`config.mk`:
```
export PLATFORM = sky130hd
export DESIGN_NAME = mem_bus_sequencer
export DESIGN_NICKNAME = d
export VERILOG_FILES = /design/src/rtl/mem_bus_sequencer_pkg.sv /design/src/rtl/mem_bus_sequencer_mirror_window_match.sv /design/src/rtl/mem_bus_sequencer.sv
export SDC_FILE = /design/constraint.sdc
export NUM_CORES = 1
export LEC_CHECK = 0
export CORE_AREA = 5 5 202 204
export DETAILED_ROUTE_END_ITERATION = 12
export DIE_AREA = 0 0 207 209
export SETUP_SLACK_MARGIN = 0.15
export SLEW_MARGIN = 40
export SYNTH_ARGS = -nofsm -noshare
export SYNTH_HDL_FRONTEND = slang
export SYNTH_SLANG_ARGS = --single-unit
```
`constraint.sdc`:
```
create_clock -name clk -period 8.35 [get_ports clk]
set_clock_uncertainty 0.2 [all_clocks]
set_input_delay 0.835 -clock clk [delete_from_list [all_inputs] [get_ports clk]]
set_output_delay 0.835 -clock clk [all_outputs]
set_load 0.05 [all_outputs]
```
`src/rtl/mem_bus_sequencer_pkg.sv`:
```
// Shared definitions for the SRAM bus sequencer: mode encoding and the
// helper that sizes window index ports.
package mem_bus_sequencer_pkg;

  localparam logic [2:0] LOAD_ENC      = 3'd0;
  localparam logic [2:0] RUN_ENC       = 3'd1;
  localparam logic [2:0] HALT_WAIT_ENC = 3'd2;
  localparam logic [2:0] HALTED_ENC    = 3'd3;
  localparam logic [2:0] RESUME_ENC    = 3'd4;

  typedef enum logic [2:0] {
    LOAD      = LOAD_ENC,
    RUN       = RUN_ENC,
    HALT_WAIT = HALT_WAIT_ENC,
    HALTED    = HALTED_ENC,
    RESUME    = RESUME_ENC
  } seq_state_t;

  // A single window still needs a one-bit index port.
  function automatic int idx_width(input int n);
    return (n <= 1) ? 1 : $clog2(n);
  endfunction

endpackage

```
`src/rtl/mem_bus_sequencer_mirror_window_match.sv`:
```
// Programmable mirror windows: snoops SRAM writes and forwards hits in any
// enabled window to the matching dual-port video RAM, one cycle later.
module mirror_window_match
  import mem_bus_sequencer_pkg::*;
#(
  parameter int ADDR_WIDTH  = 16,
  parameter int DATA_WIDTH  = 8,
  parameter int NUM_WINDOWS = 4,
  parameter int MIRROR_AW   = 11
) (
  input  logic                               clk,
  input  logic                               reset,
  input  logic [ADDR_WIDTH-1:0]              ram_addr,
  input  logic [DATA_WIDTH-1:0]              ram_din,
  input  logic                               ram_we,
  input  logic                               win_wr,
  input  logic [idx_width(NUM_WINDOWS)-1:0]  win_idx,
  input  logic [ADDR_WIDTH-1:0]              win_start,
  input  logic [ADDR_WIDTH-1:0]              win_end,
  output logic                               mirror_we,
  output logic [idx_width(NUM_WINDOWS)-1:0]  mirror_sel,
  output logic [MIRROR_AW-1:0]               mirror_addr,
  output logic [DATA_WIDTH-1:0]              mirror_din
);

  localparam int IW = idx_width(NUM_WINDOWS);

  logic [ADDR_WIDTH-1:0] win_lo [NUM_WINDOWS];
  logic [ADDR_WIDTH-1:0] win_hi [NUM_WINDOWS];
  logic [NUM_WINDOWS-1:0] hit;
  logic                  hit_any;
  logic [IW-1:0]         hit_idx;
  logic [ADDR_WIDTH-1:0] hit_base;
  logic [ADDR_WIDTH-1:0] offset;

  // An empty or inverted window (start >= end) is how a window is disabled.
  always_comb begin
    for (int i = 0; i < NUM_WINDOWS; i++) begin
      hit[i] = ram_we && (win_lo[i] < win_hi[i]) &&
               (ram_addr >= win_lo[i]) && (ram_addr < win_hi[i]);
    end
  end

  // Scanning downward leaves the lowest-index hit in place.
  always_comb begin
    hit_any  = 1'b0;
    hit_idx  = '0;
    hit_base = '0;
    for (int i = NUM_WINDOWS - 1; i >= 0; i--) begin
      if (hit[i]) begin
        hit_any  = 1'b1;
        hit_idx  = IW'(i);
        hit_base = win_lo[i];
      end
    end
    offset = ram_addr - hit_base;
  end

  always_ff @(posedge clk) begin
    if (!reset) begin
      for (int i = 0; i < NUM_WINDOWS; i++) begin
        win_lo[i] <= '0;
        win_hi[i] <= '0;
      end
      mirror_we   <= 1'b0;
      mirror_sel  <= '0;
      mirror_addr <= '0;
      mirror_din  <= '0;
    end else begin
      mirror_we <= hit_any;
      if (hit_any) begin
        mirror_sel  <= hit_idx;
        mirror_addr <= offset[MIRROR_AW-1:0];
        mirror_din  <= ram_din;
      end
      if (win_wr) begin
        win_lo[win_idx] <= win_start;
        win_hi[win_idx] <= win_end;
      end
    end
  end

endmodule

```
`src/rtl/mem_bus_sequencer.sv`:
```
// Shared SRAM port owner: a mode FSM hands the port between the flash loader,
// the CPU and the diagnostics engine, and feeds the video RAM mirror windows.
module mem_bus_sequencer
  import mem_bus_sequencer_pkg::*;
#(
  parameter int ADDR_WIDTH  = 16,
  parameter int DATA_WIDTH  = 8,
  parameter int NUM_WINDOWS = 4,
  parameter int MIRROR_AW   = 11,
  parameter int HALT_SETTLE = 3
) (
  input  logic                               clk,
  input  logic                               reset,
  input  logic                               load_done,
  input  logic [ADDR_WIDTH-1:0]              ld_addr,
  input  logic [DATA_WIDTH-1:0]              ld_din,
  input  logic                               ld_cs,
  input  logic                               ld_we,
  input  logic [ADDR_WIDTH-1:0]              cpu_addr,
  input  logic [DATA_WIDTH-1:0]              cpu_din,
  input  logic                               cpu_cs,
  input  logic                               cpu_we,
  input  logic                               cpu_cycle_active,
  input  logic                               halt_req,
  input  logic [ADDR_WIDTH-1:0]              dg_addr,
  input  logic [DATA_WIDTH-1:0]              dg_din,
  input  logic                               dg_cs,
  input  logic                               dg_we,
  output logic [ADDR_WIDTH-1:0]              ram_addr,
  output logic [DATA_WIDTH-1:0]              ram_din,
  output logic                               ram_cs,
  output logic                               ram_we,
  output logic                               cpu_rdy,
  output logic                               halt_ack,
  output logic                               data_out_en,
  input  logic                               win_wr,
  input  logic [idx_width(NUM_WINDOWS)-1:0]  win_idx,
  input  logic [ADDR_WIDTH-1:0]              win_start,
  input  logic [ADDR_WIDTH-1:0]              win_end,
  output logic                               mirror_we,
  output logic [idx_width(NUM_WINDOWS)-1:0]  mirror_sel,
  output logic [MIRROR_AW-1:0]               mirror_addr,
  output logic [DATA_WIDTH-1:0]              mirror_din
);

  localparam int CW = $clog2(HALT_SETTLE + 1);
  localparam logic [CW-1:0] SETTLE_MAX = CW'(HALT_SETTLE);

  seq_state_t    state, next_state;
  logic [CW-1:0] settle_cnt, settle_next;

  // Status outputs are registered from next_state so they change on the
  // same edge as the mode itself.
  always_ff @(posedge clk) begin
    if (!reset) begin
      state       <= LOAD;
      settle_cnt  <= '0;
      cpu_rdy     <= 1'b0;
      halt_ack    <= 1'b0;
      data_out_en <= 1'b0;
    end else begin
      state       <= next_state;
      settle_cnt  <= settle_next;
      cpu_rdy     <= (next_state == RUN);
      halt_ack    <= (next_state == HALTED);
      data_out_en <= (next_state == RUN) || (next_state == HALT_WAIT);
    end
  end

  // Losing load_done sends every mode back to LOAD ahead of any halt request.
  always_comb begin
    next_state = state;
    case (state)
      LOAD:      if (load_done) next_state = RUN;
      RUN:       if (halt_req) next_state = HALT_WAIT;
      HALT_WAIT: begin
        if (settle_cnt == SETTLE_MAX) next_state = HALTED;
        else if (!halt_req)           next_state = RUN;
      end
      HALTED:    if (!halt_req) next_state = RESUME;
      RESUME:    next_state = RUN;
      default:   next_state = LOAD;
    endcase
    if (state != LOAD && !load_done) next_state = LOAD;

    settle_next = '0;
    if (state == HALT_WAIT && next_state == HALT_WAIT)
      settle_next = cpu_cycle_active ? '0 : settle_cnt + CW'(1);
  end

  always_comb begin
    ram_addr = cpu_addr;
    ram_din  = cpu_din;
    ram_cs   = 1'b0;
    ram_we   = 1'b0;
    case (state)
      LOAD: begin
        ram_addr = ld_addr;
        ram_din  = ld_din;
        ram_cs   = ld_cs;
        ram_we   = ld_we;
      end
      RUN, HALT_WAIT: begin
        ram_cs = cpu_cs;
        ram_we = cpu_we;
      end
      HALTED: begin
        ram_addr = dg_addr;
        ram_din  = dg_din;
        ram_cs   = dg_cs;
        ram_we   = dg_we;
      end
      default: begin
        ram_cs = 1'b0;
        ram_we = 1'b0;
      end
    endcase
  end

  mirror_window_match #(
    .ADDR_WIDTH (ADDR_WIDTH),
    .DATA_WIDTH (DATA_WIDTH),
    .NUM_WINDOWS(NUM_WINDOWS),
    .MIRROR_AW  (MIRROR_AW)
  ) u_match (
    .clk        (clk),
    .reset      (reset),
    .ram_addr   (ram_addr),
    .ram_din    (ram_din),
    .ram_we     (ram_we),
    .win_wr     (win_wr),
    .win_idx    (win_idx),
    .win_start  (win_start),
    .win_end    (win_end),
    .mirror_we  (mirror_we),
    .mirror_sel (mirror_sel),
    .mirror_addr(mirror_addr),
    .mirror_din (mirror_din)
  );

endmodule

```
==> summary.txt, run 1 <==
sequential-to-total area share from yosys stat = 38.9%
Finish-stage setup viols = 0
Yosys top cell area share = 33.7%
pin slew with the least headroom to its limit = 0.812 ns
Detailed Route WL = 37,300 µm
Die Wd = 207 µm
CTS Buffer Depth = 2
dominant cell type by area after synthesis = edfxtp_1
Ys Warns = 0
Inserted Clock Buffers = 17
postcts setup bufs = 0
Post-Synth Adder-Cell Area = 21.6%
input/output buffers = 168
period utilisation layout = 89.1%
most common cell after layout, fill and taps aside = ha_1
Hold WC Path Type = flop to flop
Worst Path Max Fanout = 26
f_max = 134 MHz
PD cells = 189 nW/µm²
worst hold slack = 0.236 ns
post-route ant nets = 0
Chip Height = 209 µm
drt drc = 0
# rows = 73
I/O pins = 169
CTS root buf = clkbuf_16
simple-gate share of the synthesized area = 17.6%
CP endpoint kind = flop
total global-route track usage = 16.9%
post_cts resized = 0
slowest CP cell = dfxtp_1
Post-Place Cell Area = 13,700 µm²
ratio of cells with drive above 1 in the final layout = 4.40%
vias in the first global route = 9,391
Synth Area in Compound Gates = 13.5%
htree depth = 4
CTS tree = done
CP max stage delay = 0.66 ns
startpoint type of the worst setup path = flop
WP data arrival = 7.60 ns
Max IR drop VDD = 0.156 mV
clk sinks = 158
Synth Instances = 1,163
fin crit period = 7.44 ns
antenna cells = 0
wire per inst = 20.0 µm
CP required = 8.51 ns
library cells used by synthesis = 64
Final Hold Viols = 0
outcome = finished, final reports clean
CP bufs+invs = 4
largest family of logic cells by synthesized area = adder cells
most frequent cells in the layout = ha_1 (195), clkdlybuf4s50_1 (167), inv_1 (135)
xor and xnor area share after synthesis = 0.614%
First DRT Iteration DRCs = 663
Die Area = 43,300 µm²
top_reg_cell synth = edfxtp_1
gpl congestion = 0.900
RSZ-0062 raised after global routing = false
core area = 39,100 µm²
post-synth design cell area = 11,400 µm²
largest net degree at the start of global routing = 50
setup TNS = 0 ns
mux cell area share after synthesis = 1.85%
final core occ = 36.7%
Post-synth EDFFs = 128
cells taking the most area after synthesis = edfxtp_1 (34%), ha_1 (21%), and2_1 (5.5%)
clock-pin transition on the worst setup and hold timing paths = 0.07 ns
first-pass GRT wire length = 56,700 µm
Synthesized Nets = 1,477
worst-skew pair later-pin latency = 0.44 ns
Hold Buf Count CTS = 0
initial antenna violation count = 3
Yosys reg bits = 158
# nets final = 1,642
DR vias = 9,376
area delta synth->final = 25.7%
vias per std cell = 5.03
Async SR Flop Fraction = 0%
detailed placement HPWL = 29,600 µm
Worst Setup Path Type = flop to flop
static leakage = 0.00624 µW
Mean Syn Cell Area = 9.81 µm²
CP delay by family, top = compound AO/OA/AOI/OAI gates
max_cap viols = 0
Slew HR = 45.8%
initial core utilization = 29.2%
global route overflow = 0
r2r setup slk = 0.91 ns
Slew Viols, Final = 0
iteration count of the initial detailed-routing pass = 5
finished layout cell area = 14,400 µm²
[sequential cells by signal (all words and copies together) (netlist names)]
signal,flops
u_match.mirror_addr,11
u_match.mirror_sel,2
u_match.win_lo,64
data_out_en,1
state,3
halt_ack,1
u_match.mirror_we,1
cpu_rdy,1
u_match.win_hi,64
settle_cnt,2
u_match.mirror_din,8
[power breakdown]
group | switching (µW) | internal, µW | total (µW)
clock | 343 | 506 | 849
combinational | 540 | 341 | 881
sequential | 47.1 | 929 | 976
total | 930 | 1780 | 2710
[final timing paths]
check | depth (start not counted) | to | start
setup reg to reg | 29 | u_match.mirror_addr[10] | state[0]
hold / removal | 1 | settle_cnt[0] | settle_cnt[0]
setup / recovery | 29 | u_match.mirror_addr[10] | state[0]
hold reg to reg | 1 | settle_cnt[0] | settle_cnt[0]
[stage by stage]
| stage | setup slack (ns) | power, µW | std cells |
|---|---|---|---|
| finish | 0.910 | 2710 | 1865 |
| global route | 0.391 | 2850 | 1865 |
| CTS | 0.896 | 2730 | 1865 |
| detailed placement | 0.920 | 1870 | 1834 |
| global placement | 1.07 | 1850 | 1834 |
| floorplan | 2.03 | 1550 | 1163 |
[cell usage after synthesis, drive strengths merged (20+ instances only)]
cell type	number
ha	195
o21ai	48
a21oi	69
nor2	43
and2	100
nand2	88
edfxtp	128
mux2i	20
clkbuf	27
and3	35
a211oi	20
inv	135
dfxtp	30
a22oi	25
[layer usage]
metal | global-route usage (%) | up-vias | share of wire, %
met2 | 27.8 | 290 | 46
met5 | 0 | - | 0.10
li1 | - | 4559 | -
met4 | 5.20 | 6 | 2.6
met1 | 22.0 | 4473 | 45
met3 | 3.96 | 48 | 5.8
[layout make-up]
type	instances	area, µm²
fillers	3963	24700
multi-input cells	832	6320
flip-flops and latches	158	4440
repair buffers	183	1790
well taps	525	657
inverters	136	510
clock buffers	17	425
clock inverters	14	206
[kinds of logic after synthesis]
| family | count (synthesis) |
|---|---|
| buffers and inverters | 173 |
| muxes | 21 |
| xor gates and xnor gates | 8 |
| AOI/OAI and AO/OA | 239 |
| and+or+nand+nor | 368 |
| adders and majority gates | 196 |
| DFF | 158 |
Note: power is estimated with default switching activity, not from simulation.
==> inputs of run 2 (changes only) <==
--- a/config.mk
+++ b/config.mk
@@ -5,10 +5,12 @@
 export SDC_FILE = /design/constraint.sdc
 export NUM_CORES = 1
 export LEC_CHECK = 0
-export CORE_AREA = 5 5 202 204
+export CORE_AREA = 5 5 166 168
 export DETAILED_ROUTE_END_ITERATION = 12
-export DIE_AREA = 0 0 207 209
+export DIE_AREA = 0 0 171 173
+export PLACE_DENSITY = 0.67
 export SETUP_SLACK_MARGIN = 0.15
+export SKIP_LAST_GASP = 1
 export SLEW_MARGIN = 40
 export SYNTH_ARGS = -nofsm -noshare
 export SYNTH_HDL_FRONTEND = slang
==> summary.txt, run 2 (same netlist as run 1, synthesis figures left out) <==
detailed placement HPWL = 26,800 µm (-9.4%)
Slew HR = 46.0% (+0.22 points)
Die Wd = 171 µm (-17%)
Max IR drop VDD = 0.132 mV (-15%)
Hold WC Path Type = flop to flop
htree depth = 4 (unchanged)
area delta synth->final = 23.2%
CTS Buffer Depth = 2 (unchanged)
Worst path most repeated cell = o211ai_1
CTS root buf = clkbuf_16
initial antenna violation count = 0 (-3)
FF-to-FF Start = state[0]
first-pass GRT wire length = 51,800 µm (-8.6%)
clk sinks = 158 (unchanged)
Detailed Route WL = 33,900 µm (-9.1%)
r2r worst-path depth = 28 (-3.4%)
# rows = 59 (-19%)
period utilisation layout = 88.1% (-0.96 points)
max_cap viols = 0 (unchanged)
Slew Viols, Final = 0 (unchanged)
fin crit period = 7.36 ns (-0.0803 ns)
worst-skew pair later-pin latency = 0.43 ns (about the same)
setup TNS = 0 ns (unchanged)
RSZ-0062 raised after global routing = false
clock-pin transition on the worst setup and hold timing paths = 0.07 ns (about the same)
r2r setup slk = 0.99 ns (+0.08 ns)
Finish-stage setup viols = 0 (unchanged)
initial core utilization = 44.3% (+15 points)
Worst Setup SP = state[0]
Pwr Total = 2590 µW (-4.3%)
wire per inst = 20.2 µm (+1.0%)
largest net degree at the start of global routing = 50 (unchanged)
Inserted Clock Buffers = 17 (unchanged)
CP max stage delay = 0.72 ns (+0.06 ns)
WP data arrival = 7.51 ns (-0.09 ns)
final core occ = 54.6% (+18 points)
vias per std cell = 5.62 (+12%)
pin slew with the least headroom to its limit = 0.809 ns (-0.00332 ns)
outcome = finished, final reports clean
PD cells = 184 nW/µm² (-2.3%)
f_max = 136 MHz (+1.1%)
core area = 25,800 µm² (-34%)
gpl congestion = 0.924 (+2.6%)
Final Hold Viols = 0 (unchanged)
global route overflow = 0 (unchanged)
ratio of cells with drive above 1 in the final layout = 4.40% (-0.0066 points)
slowest CP cell = nor2b_1
post_cts resized = 0 (unchanged)
Hold Buf Count CTS = 0 (unchanged)
startpoint type of the worst setup path = flop
drt drc = 0 (unchanged)
Largest regs = u_match.win_hi: 64 flops, u_match.win_lo: 64 flops, u_match.mirror_addr: 11 flops
antenna cells = 0 (unchanged)
Setup crit end = u_match.mirror_addr[10]
Chip Height = 173 µm (-17%)
CP endpoint kind = flop
CP required = 8.50 ns (about the same)
Die Area = 29,600 µm² (-32%)
First DRT Iteration DRCs = 660 (-0.45%)
static leakage = 0.00621 µW (-0.58%)
Worst Path Max Fanout = 24 (-7.7%)
vias in the first global route = 9,157 (-2.5%)
iteration count of the initial detailed-routing pass = 5 (unchanged)
most common cell after layout, fill and taps aside = ha_1
I/O pins = 169 (unchanged)
R2R Path End = u_match.mirror_addr[10]
Worst Setup Path Type = flop to flop
# nets final = 1,644 (+0.12%)
CTS tree = done
total global-route track usage = 22.5% (+5.7 points)
most frequent cells in the layout = ha_1 (195), clkdlybuf4s50_1 (168), inv_1 (135)
post-route ant nets = 0 (unchanged)
DR vias = 9,427 (+0.54%)
input/output buffers = 168 (unchanged)
postcts setup bufs = 0 (unchanged)
## run 2: cell types whose count changed in the layout (fill, tap and decap cells not counted), sizes merged
cell,change
buf,+1
bufinv,-3
clkbuf,+1
clkdlybuf4s50,+1
clkinv,+2
clkinvlp,+2
inv,-2
## run 2: critical path, delay by kind of cell, from the launching register on
kind	cells	cell delay, ns
xor gates and xnor gates	1	0.17
muxes	1	0.07
buffers and inverters	3	0.57
adders and majority gates	3	0.98
and+or+nand+nor	7	2.20
DFF	1	0.61
AOI/OAI and AO/OA	13	2.47
## run 2: power breakdown
| part | internal [µW] | total, µW | switching (µW) | leakage [µW] |
|---|---|---|---|---|
| Clock | 410 | 743 | 334 | 0.000260 |
| Sequential | 929 | 977 | 47.8 | 0.00149 |
| Combinational | 343 | 869 | 526 | 0.00446 |
## run 2: layer usage
metal / routed length, µm / track usage, % / part of all wire (%)
met5: 0 / 0 / 0
met4: 820 / 6.54 / 2.4
met3: 2770 / 4.93 / 8.2
met2: 15600 / 36.9 / 46
met1: 14700 / 30.0 / 43
## run 2: area by class of cell
cell class / count / area [µm²]
clock inverter: 13 / 116
inverter: 136 / 510
clock buffer: 18 / 429
multi-input combinational: 832 / 6330
tap: 335 / 419
fill: 2273 / 11700
timing repair buffer: 185 / 1810
sequential: 158 / 4440
## run 2: per-stage QoR
step                instances  setup slack [ns]  hold slack [ns]  instance area (µm²)
finish                   1677             0.991            0.230                14100
global route             1677             0.547            0.254                14100
CTS                      1677              1.05            0.232                14000
detailed placement       1646              1.06            0.223                13500
global placement         1646              1.12            0.215                13500
floorplan                1163              2.03            0.205                11400
## run 2: how the worst min path moves through the flow
stage	startpoint	end	cells after the start
detailed placement	settle_cnt[0]	settle_cnt[0]	1
floorplan	settle_cnt[0]	settle_cnt[0]	1
global route	settle_cnt[0]	settle_cnt[0]	1
global placement	settle_cnt[0]	settle_cnt[0]	1
finish	settle_cnt[0]	settle_cnt[0]	1
CTS	settle_cnt[0]	settle_cnt[0]	1
